## config.mk

```make
export PLATFORM = sky130hd
export DESIGN_NAME = gcd_req_ctrl_flat
export DESIGN_NICKNAME = d
export VERILOG_FILES = /design/src/rtl/gcd_pkg.sv /design/src/rtl/gcd_req_ctrl_if.sv /design/src/rtl/gcd_req_fifo.sv /design/src/rtl/gcd_req_ctrl.sv /design/src/flat_wrapper.sv
export SDC_FILE = /design/constraint.sdc
export NUM_CORES = 1
export LEC_CHECK = 0
export ABC_AREA = 1
export CAP_MARGIN = 10
export CELL_PAD_IN_SITES_DETAIL_PLACEMENT = 0
export CELL_PAD_IN_SITES_GLOBAL_PLACEMENT = 1
export CORE_MARGIN = 2
export CORE_UTILIZATION = 43
export DETAILED_ROUTE_END_ITERATION = 10
export GPL_TIMING_DRIVEN = 0
export PLACE_DENSITY = 0.84
export SYNTH_ARGS = -nofsm -noshare
export SYNTH_HDL_FRONTEND = slang
export SYNTH_HIERARCHICAL = 1
export SYNTH_SLANG_ARGS = --single-unit
```

## constraint.sdc

```tcl
create_clock -name clk_i -period 2.7 [get_ports clk_i]
set_input_delay 0.54 -clock clk_i [delete_from_list [all_inputs] [get_ports clk_i]]
set_output_delay 0.54 -clock clk_i [all_outputs]
set_load 0.02 [all_outputs]
```

## src/rtl/gcd_pkg.sv

```systemverilog
// Shared types and sizing helpers for the GCD request controller.
package gcd_pkg;

    typedef enum logic [1:0] {
        GCD_REQ_IDLE  = 2'd0,
        GCD_REQ_ISSUE = 2'd1,
        GCD_REQ_DRAIN = 2'd2
    } gcd_req_state_e;

    // Width of a counter that must hold every value 0..timeout_cycles.
    function automatic int unsigned gcd_cnt_width(input int unsigned timeout_cycles);
        return $clog2(timeout_cycles + 1);
    endfunction

endpackage

```

## src/rtl/gcd_req_ctrl_if.sv

```systemverilog
// Bundle of the upstream request stream, the GCD core job interface and
// the downstream result stream. The controller uses the master view.
interface gcd_req_ctrl_if #(
    parameter int unsigned DATA_WIDTH = 8
);

    logic                  req_valid_i;
    logic                  req_ready_o;
    logic [DATA_WIDTH-1:0] req_a_i;
    logic [DATA_WIDTH-1:0] req_b_i;

    logic [DATA_WIDTH-1:0] operand_a_o;
    logic [DATA_WIDTH-1:0] operand_b_o;
    logic                  gcd_enable_o;
    logic [DATA_WIDTH-1:0] gcd_i;
    logic                  gcd_done_i;

    logic                  res_valid_o;
    logic                  res_ready_i;
    logic [DATA_WIDTH-1:0] res_data_o;
    logic                  res_timeout_o;

    logic                  busy_o;

    modport master (
        input  req_valid_i, req_a_i, req_b_i, gcd_i, gcd_done_i, res_ready_i,
        output req_ready_o, operand_a_o, operand_b_o, gcd_enable_o,
               res_valid_o, res_data_o, res_timeout_o, busy_o
    );

    modport slave (
        output req_valid_i, req_a_i, req_b_i, gcd_i, gcd_done_i, res_ready_i,
        input  req_ready_o, operand_a_o, operand_b_o, gcd_enable_o,
               res_valid_o, res_data_o, res_timeout_o, busy_o
    );

endinterface

```

## src/rtl/gcd_req_fifo.sv

```systemverilog
// Operand-pair FIFO: each entry holds {operand A, operand B}.
module gcd_req_fifo
    import gcd_pkg::*;
#(
    parameter int unsigned DATA_WIDTH = 8,
    parameter int unsigned DEPTH      = 4
) (
    input  logic                    clk_i,
    input  logic                    nreset_i,
    input  logic                    push,
    input  logic [2*DATA_WIDTH-1:0] push_data,
    input  logic                    pop,
    output logic                    full,
    output logic                    empty,
    output logic [2*DATA_WIDTH-1:0] head
);

    localparam int unsigned      PTR_W      = $clog2(DEPTH);
    localparam int unsigned      ENTRY_W    = 2 * DATA_WIDTH;
    localparam logic [PTR_W:0]   FULL_COUNT = (PTR_W + 1)'(DEPTH);

    logic [ENTRY_W-1:0] mem [DEPTH];
    logic [PTR_W-1:0]   wr_ptr;
    logic [PTR_W-1:0]   rd_ptr;
    logic [PTR_W:0]     count;
    logic               do_push;
    logic               do_pop;

    assign full    = (count == FULL_COUNT);
    assign empty   = (count == '0);
    assign do_push = push && !full;
    assign do_pop  = pop && !empty;
    assign head    = mem[rd_ptr];

    // Storage array; contents are don't-care until written, so no reset.
    always_ff @(posedge clk_i) begin
        if (do_push) begin
            mem[wr_ptr] <= push_data;
        end
    end

    // Pointers wrap naturally at DEPTH; count tracks occupancy.
    always_ff @(posedge clk_i or negedge nreset_i) begin
        if (!nreset_i) begin
            wr_ptr <= '0;
            rd_ptr <= '0;
            count  <= '0;
        end else begin
            if (do_push) begin
                wr_ptr <= wr_ptr + 1'b1;
            end
            if (do_pop) begin
                rd_ptr <= rd_ptr + 1'b1;
            end
            unique case ({do_push, do_pop})
                2'b10:   count <= count + 1'b1;
                2'b01:   count <= count - 1'b1;
                default: count <= count;
            endcase
        end
    end

endmodule

```

## src/rtl/gcd_req_ctrl.sv

```systemverilog
// Initiator side of the GCD core handshake: buffers operand pairs, issues
// one job at a time with a watchdog, and holds each result for downstream.
module gcd_req_ctrl
    import gcd_pkg::*;
#(
    parameter int unsigned DATA_WIDTH     = 8,
    parameter int unsigned FIFO_DEPTH     = 4,
    parameter int unsigned TIMEOUT_CYCLES = 512
) (
    input  logic           clk_i,
    input  logic           nreset_i,
    gcd_req_ctrl_if.master bus
);

    localparam int unsigned       CNT_W    = gcd_cnt_width(TIMEOUT_CYCLES);
    localparam logic [CNT_W-1:0]  TERMINAL = CNT_W'(TIMEOUT_CYCLES - 1);

    gcd_req_state_e          state_q;
    gcd_req_state_e          state_d;
    logic [CNT_W-1:0]        cnt_q;
    logic                    issue;
    logic                    finish_done;
    logic                    finish_timeout;

    logic                    fifo_full;
    logic                    fifo_empty;
    logic [2*DATA_WIDTH-1:0] fifo_head;

    logic                    enable_q;
    logic [DATA_WIDTH-1:0]   op_a_q;
    logic [DATA_WIDTH-1:0]   op_b_q;
    logic                    res_valid_q;
    logic [DATA_WIDTH-1:0]   res_data_q;
    logic                    res_timeout_q;

    gcd_req_fifo #(
        .DATA_WIDTH (DATA_WIDTH),
        .DEPTH      (FIFO_DEPTH)
    ) u_fifo (
        .clk_i     (clk_i),
        .nreset_i  (nreset_i),
        .push      (bus.req_valid_i && !fifo_full),
        .push_data ({bus.req_a_i, bus.req_b_i}),
        .pop       (issue),
        .full      (fifo_full),
        .empty     (fifo_empty),
        .head      (fifo_head)
    );

    assign bus.req_ready_o   = !fifo_full;
    assign bus.operand_a_o   = op_a_q;
    assign bus.operand_b_o   = op_b_q;
    assign bus.gcd_enable_o  = enable_q;
    assign bus.res_valid_o   = res_valid_q;
    assign bus.res_data_o    = res_data_q;
    assign bus.res_timeout_o = res_timeout_q;
    assign bus.busy_o        = (state_q != GCD_REQ_IDLE) || !fifo_empty;

    // State register.
    always_ff @(posedge clk_i or negedge nreset_i) begin
        if (!nreset_i) begin
            state_q <= GCD_REQ_IDLE;
        end else begin
            state_q <= state_d;
        end
    end

    // Next state and one-cycle job strobes; done beats the watchdog.
    always_comb begin
        state_d        = state_q;
        issue          = 1'b0;
        finish_done    = 1'b0;
        finish_timeout = 1'b0;
        case (state_q)
            GCD_REQ_IDLE: begin
                if (!fifo_empty && !res_valid_q && !bus.gcd_done_i) begin
                    issue   = 1'b1;
                    state_d = GCD_REQ_ISSUE;
                end
            end
            GCD_REQ_ISSUE: begin
                if (bus.gcd_done_i) begin
                    finish_done = 1'b1;
                    state_d     = GCD_REQ_DRAIN;
                end else if (cnt_q == TERMINAL) begin
                    finish_timeout = 1'b1;
                    state_d        = GCD_REQ_DRAIN;
                end
            end
            GCD_REQ_DRAIN: begin
                if (!bus.gcd_done_i) begin
                    state_d = GCD_REQ_IDLE;
                end
            end
            default: state_d = GCD_REQ_IDLE;
        endcase
    end

    // Job request: latch operands and raise enable on issue, drop it on finish.
    always_ff @(posedge clk_i or negedge nreset_i) begin
        if (!nreset_i) begin
            enable_q <= 1'b0;
            op_a_q   <= '0;
            op_b_q   <= '0;
            cnt_q    <= '0;
        end else begin
            if (issue) begin
                enable_q <= 1'b1;
                op_a_q   <= fifo_head[2*DATA_WIDTH-1:DATA_WIDTH];
                op_b_q   <= fifo_head[DATA_WIDTH-1:0];
                cnt_q    <= '0;
            end else if (finish_done || finish_timeout) begin
                enable_q <= 1'b0;
            end else if (state_q == GCD_REQ_ISSUE) begin
                cnt_q <= cnt_q + 1'b1;
            end
        end
    end

    // Result slot: filled on finish, emptied by the downstream handshake.
    always_ff @(posedge clk_i or negedge nreset_i) begin
        if (!nreset_i) begin
            res_valid_q   <= 1'b0;
            res_data_q    <= '0;
            res_timeout_q <= 1'b0;
        end else if (finish_done) begin
            res_valid_q   <= 1'b1;
            res_data_q    <= bus.gcd_i;
            res_timeout_q <= 1'b0;
        end else if (finish_timeout) begin
            res_valid_q   <= 1'b1;
            res_data_q    <= '0;
            res_timeout_q <= 1'b1;
        end else if (res_valid_q && bus.res_ready_i) begin
            res_valid_q <= 1'b0;
        end
    end

endmodule

```

## src/flat_wrapper.sv

```systemverilog
// flat-port wrapper written by rule: the top's interface ports become plain ports
module gcd_req_ctrl_flat import gcd_pkg::*;
#(
    parameter int unsigned DATA_WIDTH     = 8,
    parameter int unsigned FIFO_DEPTH     = 4,
    parameter int unsigned TIMEOUT_CYCLES = 512
)
  (clk_i, nreset_i, bus_req_valid_i, bus_req_a_i, bus_req_b_i, bus_gcd_i, bus_gcd_done_i, bus_res_ready_i, bus_req_ready_o, bus_operand_a_o, bus_operand_b_o, bus_gcd_enable_o, bus_res_valid_o, bus_res_data_o, bus_res_timeout_o, bus_busy_o);
  gcd_req_ctrl_if #(.DATA_WIDTH(DATA_WIDTH)) bus_i ();
  input  logic clk_i;
  input  logic nreset_i;
  input wire logic [$bits(bus_i.req_valid_i)-1:0] bus_req_valid_i;
  input wire logic [$bits(bus_i.req_a_i)-1:0] bus_req_a_i;
  input wire logic [$bits(bus_i.req_b_i)-1:0] bus_req_b_i;
  input wire logic [$bits(bus_i.gcd_i)-1:0] bus_gcd_i;
  input wire logic [$bits(bus_i.gcd_done_i)-1:0] bus_gcd_done_i;
  input wire logic [$bits(bus_i.res_ready_i)-1:0] bus_res_ready_i;
  output wire logic [$bits(bus_i.req_ready_o)-1:0] bus_req_ready_o;
  output wire logic [$bits(bus_i.operand_a_o)-1:0] bus_operand_a_o;
  output wire logic [$bits(bus_i.operand_b_o)-1:0] bus_operand_b_o;
  output wire logic [$bits(bus_i.gcd_enable_o)-1:0] bus_gcd_enable_o;
  output wire logic [$bits(bus_i.res_valid_o)-1:0] bus_res_valid_o;
  output wire logic [$bits(bus_i.res_data_o)-1:0] bus_res_data_o;
  output wire logic [$bits(bus_i.res_timeout_o)-1:0] bus_res_timeout_o;
  output wire logic [$bits(bus_i.busy_o)-1:0] bus_busy_o;
  assign bus_i.req_valid_i = bus_req_valid_i;
  assign bus_i.req_a_i = bus_req_a_i;
  assign bus_i.req_b_i = bus_req_b_i;
  assign bus_i.gcd_i = bus_gcd_i;
  assign bus_i.gcd_done_i = bus_gcd_done_i;
  assign bus_i.res_ready_i = bus_res_ready_i;
  assign bus_req_ready_o = bus_i.req_ready_o;
  assign bus_operand_a_o = bus_i.operand_a_o;
  assign bus_operand_b_o = bus_i.operand_b_o;
  assign bus_gcd_enable_o = bus_i.gcd_enable_o;
  assign bus_res_valid_o = bus_i.res_valid_o;
  assign bus_res_data_o = bus_i.res_data_o;
  assign bus_res_timeout_o = bus_i.res_timeout_o;
  assign bus_busy_o = bus_i.busy_o;
  gcd_req_ctrl #(.DATA_WIDTH(DATA_WIDTH), .FIFO_DEPTH(FIFO_DEPTH), .TIMEOUT_CYCLES(TIMEOUT_CYCLES)) u_core (.clk_i(clk_i), .nreset_i(nreset_i), .bus(bus_i));
endmodule
```

=== Yosys cells after proc, flatten, opt, wreduce, memory -nomap -nowiden ===
Memories as Yosys holds them, arrays and structs flattened. A register that Yosys moved wholly into a read port is not among the register bits.
Index checks and enable logic that the tools add are counted.
W data, S select, Z words.

* Add/subtract/negate cells: 5
* Eq/ne operators: 10
* Muxes and demuxes: 27
* Reduce and logical (&&, ||, !) cells: 23

{| class="wikitable"
|+ Operator list
! cell !! count
|-
| $mux W10 || 3
|-
| $mux W1 || 16
|-
| $mux W8 || 2
|-
| $add A10 B1 Y10 const B || 1
|-
| $eq A10 B9 Y1 const B || 1
|-
| $reduce_bool A2 Y1 || 5
|-
| $mux W2 || 4
|-
| $logic_and A1 B1 Y1 || 6
|-
| $pmux W2 S3 || 1
|-
| $pmux W3 S2 || 1
|-
| $logic_not A1 Y1 || 5
|-
| $add A2 B1 Y2 const B || 2
|-
| $eq A2 B1 Y1 const B || 2
|-
| $eq A2 B2 Y1 const B || 2
|-
| $ne A2 B2 Y1 const B || 2
|-
| $add A3 B1 Y3 const B || 1
|-
| $eq A3 B3 Y1 const B || 1
|-
| $logic_not A3 Y1 || 1
|-
| $ne A3 B2 Y1 const B || 1
|-
| $reduce_and A3 Y1 || 1
|-
| $reduce_bool A3 Y1 || 1
|-
| $sub A3 B1 Y3 const B || 1
|-
| $logic_not A2 Y1 || 1
|-
| $logic_or A1 B1 Y1 || 2
|-
| other kinds (2) || 2
|}

* Flip-flop bits (word level): 30
* Bits in writable memories: 64
* Input port bits: 29
* Output and inout bits: 29
* Word-level logic and storage cells: 75
* Memories kept: 1

{| class="wikitable"
|+ Memories
! memory !! words !! bits a word !! rd ports !! clocked after Yosys merged registers in !! wr ports !! line !! text
|-
| u_core.u_fifo.mem || 4 || 16 || 1 || 1 || 1 || gcd_req_fifo.sv:22 || <nowiki>logic [ENTRY_W-1:0] mem [DEPTH];</nowiki>
|}

=== Depth between registers and ports, before layout ===
Gate-level depths: netlist of run 1.

* Depth after elaboration: 9
* Depth in mapped cells: 17

=== Modules after synthesis ===
The synthesis of run 1 kept the hierarchy.

{| class="wikitable"
|+ By module, submodules not included
! module !! instances !! cells an instance !! area an instance (sq um) !! seq. area each (sq um)
|-
| gcd_req_fifo || 1 || 248 || 3022.9 || 2097.0
|-
| gcd_req_ctrl || 1 || 219 || 1803.0 || 975.9
|}

=== Least setup slack after synthesis of run 1 ===
OpenSTA, ideal clock, no wires.

* Path type: register to register
* From: reg u_core.u_fifo.count[0]
* To: reg u_core.u_fifo.count[2]
* Arrival: 2.087 ns
* Setup slack: 0.496 ns
* Cell stages (with the launch flop): 17
* Path buffers: 1
* Clock period less this slack: 2.204 ns
* Path through: dfrtp_1 inv_1 nand3_1 inv_1 nor2_1 nand3_1 inv_1 buf_2 nand2_1 inv_1 ha_1 inv_1 fa_1 nand2_1 nand3_1 nand2_1 nand2_1

* Cells in the longest elaborated chain, start to end: 9

{| class="wikitable"
|+ Ends and longest elaborated chain
! element !! line !! text
|-
| start, declared || gcd_req_fifo.sv:25 || <nowiki>logic [PTR_W:0] count;</nowiki>
|-
| start signal, assigned || gcd_req_fifo.sv:56 || <nowiki>2'b10: count <= count + 1'b1;</nowiki>
|-
| start signal, assigned || gcd_req_fifo.sv:57 || <nowiki>2'b01: count <= count - 1'b1;</nowiki>
|-
| start signal, assigned || gcd_req_fifo.sv:58 || <nowiki>default: count <= count;</nowiki>
|-
| $logic_not A3 Y1 (*) || gcd_req_fifo.sv:30 || <nowiki>assign empty = (count == '0);</nowiki>
|-
| via u_core.fifo_empty || gcd_req_ctrl.sv:26 || <nowiki>logic fifo_empty;</nowiki>
|-
| $logic_not A1 Y1 (*) || gcd_req_ctrl.sv:76 || <nowiki>if (!fifo_empty && !res_valid_q && !bus.gcd_done_i) begin</nowiki>
|-
| $logic_and A1 B1 Y1 (*) (2 in series) || gcd_req_ctrl.sv:76 ||
|-
| $mux W1 (*) || gcd_req_ctrl.sv:76 ||
|-
| $mux W1 (*) || gcd_req_ctrl.sv:74 || <nowiki>case (state_q)</nowiki>
|-
| via u_core.issue || gcd_req_ctrl.sv:21 || <nowiki>logic issue;</nowiki>
|-
| $logic_and A1 B1 Y1 (*) || gcd_req_fifo.sv:32 || <nowiki>assign do_pop = pop && !empty;</nowiki>
|-
| via u_core.u_fifo.do_pop || gcd_req_fifo.sv:27 || <nowiki>logic do_pop;</nowiki>
|-
| $eq A2 B1 Y1 or $eq A2 B2 Y1 (tied branches) || gcd_req_fifo.sv:55 || <nowiki>unique case ({do_push, do_pop})</nowiki>
|-
| $pmux W3 S2 or $reduce_bool A2 Y1 (tied branches) || n/a ||
|}

Mark *: on every way through the listed nets, which the timed path passes. The rest lies on a longest branch.
A chain may end at the register's enable or synchronous reset.

=== Final worst setup path of run 1 ===
* From: reg u_core.u_fifo.count[2]
* To: reg u_core.u_fifo.count[2]

The elaborated chain is that of the path after synthesis.

==> impl_metrics.json, run 1 <==
{
  "wire_per_inst_um": 14.59,
  "path_clk_slew_ns": 0.11,
  "worst_pin_slew_ns": 0.9462,
  "synth_cell_types": 27,
  "grt_pass1_wl_um": 16140,
  "path_cells": "inv_1 -> nand3_2 -> inv_1 -> nor2_1 -> nand3_2 -> inv_1 -> clkbuf_4 -> nand2_1 -> inv_1 -> ha_1 -> inv_1 -> fa_1 -> nand2_1 -> nand3_1 -> nand2_1 -> nand2_1",
  "cts_root_buf": "clkbuf_8",
  "synthTopCellsByCount": "nand2_1 (169), edfxtp_1 (64), inv_1 (63)",
  "cts_tree": "yes",
  "rsz0062_at_grt": "false",
  "nets": 574,
  "p_total_mw": 6.105,
  "fin_worst_skew_ns": 0.01761,
  "post_cts_buffers": 0,
  "grt_pass1_vias": 3338,
  "synth_flop_cell": "edfxtp_1",
  "min_period_ns": 2.453,
  "h-tree-depth": 3,
  "io_pins": 58,
  "ir_worst_vdd_v": 0.0003829,
  "final_util_pct": 53.59,
  "yosysTopAreaCellShare_pct": 39.82,
  "diodes": 0,
  "post_cts_resized": 0,
  "postCtsHoldBufs": 0,
  "fp.coreArea_um2": 10890,
  "overflow": 0,
  "crit_top_cell": "inv_1",
  "drt_iter0_markers": 174,
  "grt_use_total_pct": 17.57,
  "post-route-period-util_pct": 90.86,
  "wl_um": 9962,
  "io_buffers": 57,
  "cp-end-kind": "flop",
  "die-width_um": 109.9,
  "crit_type": "flop to flop",
  "cts.path.max_buffers": 2,
  "startpoint_type": "flop",
  "gp_routability_congestion": 0.7565,
  "hold_viol": 0,
  "placed_cells": 667,
  "async_reset_ff_share_pct": 41.82,
  "place_area_um2": 5627,
  "drc_errors": 0,
  "crit_buf_inv": 6,
  "instances_no_fill": 683,
  "rows": 38,
  "setup_viol": 0,
  "leakagePower_nw": 2.628,
  "cts_sinks": 110,
  "critical-path-top-delay-family": "simple AND/OR/NAND/NOR gates",
  "synth_warnings": 6,
  "critical-path-slowest-cell": "dfrtp_1",
  "area_growth_pct": 20.90,
  "drive_gt1_share_pct": 10.87,
  "ys_seq_area_share_pct": 63.68,
  "postLayoutCellArea_um2": 5834,
  "tns_ns": 0,
  "dp_hpwl_um": 6745,
  "netlist_top_cells_area": "edfxtp_1 (40%), dfrtp_1 (24%), nand2_1 (13%)",
  "ant_nets": 0,
  "drtPass1Iterations": 4,
  "worstPathRequired_ns": 2.96,
  "vias": 3303,
  "synth_fp_nets": 503,
  "hp-class": "input pin to async pin",
  "slew_headroom_pct": 36.85,
  "fmax_mhz": 407.6,
  "syn_inst": 467,
  "max_stage_delay_ns": 0.39,
  "dieArea_um2": 12090,
  "grt_max_degree": 29,
  "synth_edf_count": 64,
  "p_per_area_nw_per_um2": 1046,
  "yosysTopAreaCell": "edfxtp_1",
  "synth.most_common_cell": "nand2_1",
  "cts_inserted_buffers": 9,
  "start_util_pct": 44.32,
  "arrival_ns": 2.71,
  "drv_cap": 0,
  "path_max_fanout": 12,
  "clock_latency_ns": 0.38,
  "die_h_um": 109.9,
  "syn_avg_cell_area_um2": 10.33,
  "synth-seq-cells": 110,
  "syn_area_um2": 4826,
  "viasPerCell": 4.836,
  "status": "completed",
  "slew_violations": 0,
  "antenna_found_initial": 0
}
power breakdown:
part           internal (mW)  switching, mW  leakage [nW]
registers               2.28          0.238          1.17
clock network          0.364          0.608        0.0995
logic                   1.02           1.59          1.36
cells in the final DEF (no fill, tap or decap), types with 3 or more instances in the layout:
master / netlist / layout
buf_2: 5 / 5
buf_4: 3 / 3
buf_6: 8 / 8
clkbuf_8: 0 / 9
clkdlybuf4s50_1: 0 / 56
dfrtp_1: 46 / 46
edfxtp_1: 64 / 64
ha_1: 6 / 6
inv_1: 63 / 63
inv_6: 0 / 3
nand2_1: 169 / 169
nand2_2: 4 / 4
nand3_1: 25 / 23
nand3_2: 5 / 7
nand4_1: 3 / 3
nor2_1: 16 / 12
nor2_2: 1 / 5
o211ai_1: 30 / 30
xor2_1: 4 / 4
cell type report:
class / count / area [um2]
Buffer: 18 / 147.6
Clock buffer: 9 / 123.9
Clock inverter: 7 / 71.32
Fill cell: 998 / 5054
Inverter: 66 / 247.7
Multi-Input combinational cell: 273 / 1380
Sequential cell: 110 / 3073
Tap cell: 140 / 175.2
Timing Repair Buffer: 60 / 615.6
kinds of logic after synthesis:
group,after synthesis,share of synthesized area (%)
DFF,110,63.68
buffers and inverters,84,8.141
AOI/OAI and AO/OA,37,6.015
and+or+nand+nor,224,19.29
adders and majority gates,7,1.970
xor gates and xnor gates,5,0.9074
worst paths after layout:
| path | cells after the start | from | slack, ns | end |
|---|---|---|---|---|
| max in group asynchronous | 2 | nreset_i | 2.09 | u_core/cnt_q[9] |
| worst min register to register | 1 | u_core/u_fifo/count[0] | 0.48 | u_core/u_fifo/count[0] |
| min in group clk_i | 1 | u_core/u_fifo/count[0] | 0.48 | u_core/u_fifo/count[0] |
| worst min-delay path | 1 | nreset_i | 0.1 | u_core/cnt_q[4] |
| worst max register to register | 16 | u_core/u_fifo/count[2] | 0.25 | u_core/u_fifo/count[2] |
| worst max-delay path | 16 | u_core/u_fifo/count[2] | 0.25 | u_core/u_fifo/count[2] |
flip-flops by register name, summed over array words and instances, names as in the netlist:
signal,cells
u_core/u_fifo/count,3
u_core/state_q,2
u_core/cnt_q,10
u_core/bus.res_valid_o,1
u_core/u_fifo/rd_ptr,2
u_core/bus.res_timeout_o,1
u_core/u_fifo/wr_ptr,2
u_core/bus.gcd_enable_o,1
u_core/bus.operand_a_o,8
u_core/bus.operand_b_o,8
u_core/u_fifo/mem,64
u_core/bus.res_data_o,8
metrics by stage:
| stage | hold slack [ns] | worst slack [ns] |
|---|---|---|
| after floorplan | 0.2444 | 0.4959 |
| after global placement | 0.4532 | -0.3305 |
| after detailed placement | 0.4615 | -0.1700 |
| after CTS | 0.1069 | 0.1041 |
| after global routing | 0.1289 | 0.01463 |
| final | 0.09653 | 0.2467 |
worst register-to-register path, stage by stage, from the launching register on:
cell      delay (ns)
dfrtp_1         0.39
inv_1           0.09
nand3_2         0.12
inv_1           0.08
nor2_1          0.11
nand3_2         0.15
inv_1           0.12
clkbuf_4        0.22
nand2_1         0.09
inv_1           0.07
ha_1            0.15
inv_1           0.06
fa_1            0.39
nand2_1         0.11
nand3_1         0.09
nand2_1         0.06
nand2_1         0.04
metal layers:
| metal | global-route usage [%] | vias to the layer above | wire length [um] |
|---|---|---|---|
| met1 | 23.58 | 1566 | 4532 |
| met3 | 3.379 | 7 | 622 |
| met5 | 0 | - | 0 |
| met2 | 29.45 | 84 | 4754 |
| met4 | 4.250 | 0 | 52 |
| li1 | - | 1646 | - |
(Power assumes the default switching activity.)
==> run 2: changes to the inputs <==
Settings changed: CORE_UTILIZATION 43 to 39, PLACE_DENSITY 0.84 to 0.81.
Clock period 2.7 ns to 2.1 ns, I/O delays scaled along.
==> impl_metrics.json, run 2 (synthesis results as in run 1) <==
{
  "status": "completed",
  "start_util_pct": 40.01,
  "gp_routability_congestion": 0.7881,
  "clock_latency_ns": 0.35,
  "dieArea_um2": 13280,
  "cts_inserted_buffers": 9,
  "vias": 3343,
  "slew_violations": 0,
  "max_stage_delay_ns": 0.46,
  "worst_slack_ns": 0.07795,
  "die_h_um": 115.2,
  "nets": 586,
  "worst_pin_slew_ns": 0.5921,
  "dp_hpwl_um": 6920,
  "ant_nets": 0,
  "fp.coreArea_um2": 12060,
  "pre_cts_slack_ns": -0.5787,
  "die-width_um": 115.2,
  "worstPathRequired_ns": 2.33,
  "arrival_ns": 2.26,
  "min_period_ns": 2.022,
  "drc_errors": 0,
  "io_buffers": 57,
  "fmax_mhz": 494.5,
  "h-tree-depth": 3,
  "hold_viol": 0,
  "p_per_area_nw_per_um2": 1392,
  "startpoint_type": "input pin",
  "crit_buf_inv": 6,
  "critical-path-slowest-cell": "clkdlybuf4s50_1",
  "hp-class": "input pin to async pin",
  "cp-end-kind": "flop",
  "drtPass1Iterations": 7,
  "layout_commonest_cell": "nand2_1",
  "ir_worst_vdd_v": 0.0004732,
  "fin_worst_skew_ns": 0.01125,
  "final_cell_mix": "nand2_1 (167), edfxtp_1 (64), inv_1 (55), clkdlybuf4s50_1 (54), dfrtp_1 (46)",
  "slew_headroom_pct": 60.52,
  "diodes": 0,
  "cts_root_buf": "clkbuf_16",
  "drive_gt1_share_pct": 15.32,
  "overflow": 0,
  "viasPerCell": 4.624,
  "grt_pass1_vias": 3337,
  "top_regs": "u_core/u_fifo/mem x64, u_core/cnt_q x10",
  "path_max_fanout": 3,
  "wl_um": 10130,
  "largest_register": "u_core/u_fifo/mem",
  "tns_ns": 0,
  "drt_iter0_markers": 186,
  "cts.path.max_buffers": 2,
  "path_cells": "clkdlybuf4s50_1 -> inv_2 -> nand3_2 -> inv_2 -> buf_6 -> nand2_1 -> inv_1 -> ha_2 -> inv_2 -> fa_2 -> nand2_2 -> nand3_1 -> nand2_1 -> nand2_1",
  "critical-path-top-delay-family": "buffers and inverters",
  "leakagePower_nw": 2.727,
  "p_total_mw": 8.519,
  "grt_use_total_pct": 16.24,
  "area_growth_pct": 26.86,
  "grt_max_degree": 25,
  "final_util_pct": 50.76,
  "crit_type": "input pin to flop",
  "cts_tree": "yes",
  "postCtsHoldBufs": 0,
  "grt_pass1_wl_um": 16610,
  "cts_sinks": 110,
  "drv_cap": 0,
  "wire_per_inst_um": 14.01,
  "io_pins": 58,
  "largest_reg_flops": 64,
  "path_clk_slew_ns": 0.07,
  "setup_viol": 0,
  "post-route-period-util_pct": 96.29,
  "rsz0062_at_grt": "true",
  "rows": 40,
  "antenna_found_initial": 0
}
-- run 2: cell count changes in the layout (fill, tap and decap cells not counted), sizes merged --
cell           change
clkdlybuf4s50      -2
dlygate4sd2        +2
buf               +13
clkinv             -1
-- run 2: worst paths after layout --
kind	cells after the start	end	from	slack (ns)
min reg2reg	2	u_core/bus.res_data_o[6]	u_core/bus.res_data_o[6]	0.47
min	1	u_core/cnt_q[3]	nreset_i	0.08
max in group asynchronous	2	u_core/bus.operand_b_o[3]	nreset_i	1.50
min in group clk_i	2	u_core/bus.res_data_o[6]	u_core/bus.res_data_o[6]	0.47
max reg2reg	16	u_core/u_fifo/count[2]	u_core/u_fifo/count[0]	0.09
max	14	u_core/u_fifo/count[2]	bus_gcd_done_i	0.08
-- run 2: routing by layer --
metal	GRT usage, %	share of wire, %
met1	20.96	45
met2	27.69	51
met3	3.057	3.4
met4	5.301	0.92
met5	0	0
-- run 2: area by class of cell --
| cell class | count | area [um2] |
|---|---|---|
| Fill cell | 1084 | 5939 |
| Sequential cell | 110 | 3073 |
| Multi-Input combinational cell | 273 | 1423 |
| Timing Repair Buffer | 72 | 728.2 |
| Inverter | 66 | 247.7 |
| Clock buffer | 10 | 229.0 |
| Tap cell | 168 | 210.2 |
| Buffer | 18 | 151.4 |
| Clock inverter | 6 | 60.06 |
-- run 2: timing repair --
item	CTS	global route
setup endpoints to repair	52	30
hold endpoints to repair	0	0
gates resized for setup	13	10
pin swaps	4	5
buffers inserted	7	6
-- run 2: stage by stage --
step	hold WS [ns]	instances	instance area, um2
after global placement	0.4520	692	5619
after detailed placement	0.4603	694	5667
after floorplan	0.1244	467	4838
after CTS	0.08510	717	6042
final	0.07653	723	6122
after global routing	0.1015	723	6122
-- run 2: where the power goes --
part	switching, mW	leakage [nW]	internal [mW]
Clock	0.797	0.143	0.839
Sequential	0.319	1.17	2.94
Combinational	2.13	1.42	1.49
==> run 3: changes to the inputs <==
Settings changed: RECOVER_POWER set to 50.
==> impl_metrics.json, run 3 (synthesis results as in run 1) <==
{
  "reg2reg_depth": 16,
  "hold_viol": 0,
  "grt_max_degree": 25,
  "rows": 40,
  "worstPathRequired_ns": 2.33,
  "p_per_area_nw_per_um2": 1395,
  "min_period_ns": 2.021,
  "slew_headroom_pct": 14.00,
  "swShare_pct": 38.17,
  "dieArea_um2": 13280,
  "start_util_pct": 40.01,
  "drtPass1Iterations": 7,
  "setup_viol": 0,
  "top_regs": "u_core/u_fifo/mem x64, u_core/cnt_q x10",
  "rsz0062_at_grt": "true",
  "layout_commonest_cell": "nand2_1",
  "intPower_mw": 5.259,
  "fin_worst_skew_ns": 0.01162,
  "antenna_found_initial": 0,
  "cts_root_buf": "clkbuf_16",
  "grt_pass1_wl_um": 16610,
  "crit_type": "input pin to flop",
  "largest_reg_flops": 64,
  "status": "completed",
  "reg2reg_slack_ns": 0.09,
  "pre_cts_slack_ns": -0.5787,
  "startpoint_type": "input pin",
  "wl_um": 10140,
  "dp_hpwl_um": 6920,
  "fp.coreArea_um2": 12060,
  "hold_ws_ns": 0.3407,
  "cts_sinks": 110,
  "arrival_ns": 2.25,
  "worst_pin_slew_ns": 1.290,
  "leakagePower_nw": 2.720,
  "pwr-share-comb_pct": 42.5,
  "vias": 3350,
  "largest_register": "u_core/u_fifo/mem",
  "cts.path.max_buffers": 2,
  "p_total_mw": 8.506,
  "slew_violations": 0,
  "wire_per_inst_um": 14.03,
  "io_buffers": 57,
  "path_clk_slew_ns": 0.07,
  "cts_inserted_buffers": 9,
  "diodes": 0,
  "worst_slack_ns": 0.07945,
  "hp-class": "input pin to async pin",
  "grt_pass1_vias": 3337,
  "drv_cap": 0,
  "power_switching_mw": 3.247,
  "ant_nets": 0,
  "p_seq_share_pct": 38.3,
  "h-tree-depth": 3,
  "drt_iter0_markers": 182,
  "final_cell_mix": "nand2_1 (167), edfxtp_1 (64), inv_1 (55), dfrtp_1 (46), clkdlybuf4s50_1 (38)",
  "ir_worst_vdd_v": 0.0004718,
  "clock_latency_ns": 0.35,
  "nets": 586,
  "drc_errors": 0,
  "setup.worst_path.start": "bus_gcd_done_i",
  "drive_gt1_share_pct": 15.14,
  "clockPowerShare_pct": 19.2,
  "r2r_end": "u_core/u_fifo/count[2]",
  "tns_ns": 0,
  "post-route-period-util_pct": 96.22,
  "path_max_fanout": 3,
  "io_pins": 58,
  "overflow": 0,
  "gp_routability_congestion": 0.7881,
  "placed_cells": 694,
  "viasPerCell": 4.633,
  "fmax_mhz": 494.9,
  "place_area_um2": 5667,
  "instances_no_fill": 723,
  "cts_tree": "yes",
  "cp-end-kind": "flop",
  "die_h_um": 115.2,
  "die-width_um": 115.2,
  "final_util_pct": 50.56,
  "postLayoutCellArea_um2": 6098,
  "rr_startpoint": "u_core/u_fifo/count[0]",
  "grt_use_total_pct": 16.24,
  "area_growth_pct": 26.37,
  "critPathCapture": "u_core/u_fifo/count[2]"
}
run 3: cell types whose count changed in the layout (fill, tap and decap cells not counted), sizes merged:
cell           before  now
clkdlybuf4s50      54   38
buf                32   30
clkbuf             12   14
dlygate4sd3         0   16
run 3: critical path, cell delays in order:
cell,delay (ns)
clkdlybuf4s50_1,0.46
inv_2,0.11
nand3_2,0.10
inv_2,0.08
buf_6,0.09
nand2_1,0.06
inv_1,0.06
ha_2,0.18
inv_2,0.05
fa_2,0.38
nand2_2,0.08
nand3_1,0.07
nand2_1,0.06
nand2_1,0.04
run 3: power groups by stage:
stage | logic (mW) | registers, mW | clock network, mW
after global routing | 4.02 | 3.33 | 1.77
after CTS | 3.54 | 3.26 | 1.69
after floorplan | 1.84 | 3.52 | 0
after detailed placement | 3.39 | 3.30 | 0
after global placement | 3.25 | 3.29 | 0
final | 3.62 | 3.26 | 1.63
run 3: area by class of cell:
class | instances | area, um2
fill | 1087 | 5963
sequential | 110 | 3073
multi-input combinational | 273 | 1423
timing repair buffer | 72 | 704.4
inverter | 66 | 247.7
clock buffer | 10 | 229.0
tap | 168 | 210.2
buffer | 18 | 151.4
clock inverter | 6 | 60.06
run 3: metal layers:
metal  GRT usage, %  wire length, um  share of wire [%]  up-vias
met5              0                0                  0        -
met4          5.301               87               0.86        0
met3          3.057              327                3.2        6
met2          27.69             5183                 51       54
met1          20.96             4543                 45     1610
li1               -                -                  -     1680
run 3: how the worst min path moves through the flow:
stage	end	slack (ns)	cells after the start	start
final	u_core/cnt_q[3]	0.34	1	nreset_i
after global routing	u_core/cnt_q[0]	0.43	1	nreset_i
after detailed placement	u_core/cnt_q[3]	0.46	1	nreset_i
after CTS	u_core/cnt_q[0]	0.09	1	nreset_i
after floorplan	u_core/bus.gcd_enable_o	0.12	0	nreset_i
after global placement	u_core/bus.res_data_o[7]	0.45	2	u_core/bus.res_data_o[7]
run 3: repair_timing:
action / CTS / global route
pin swaps: 4 / 5
cloned: 0 / 0
setup endpoints to repair: 52 / 30
setup buffers: 7 / 6
hold buffers: 0 / 0
gates resized for setup: 13 / 10
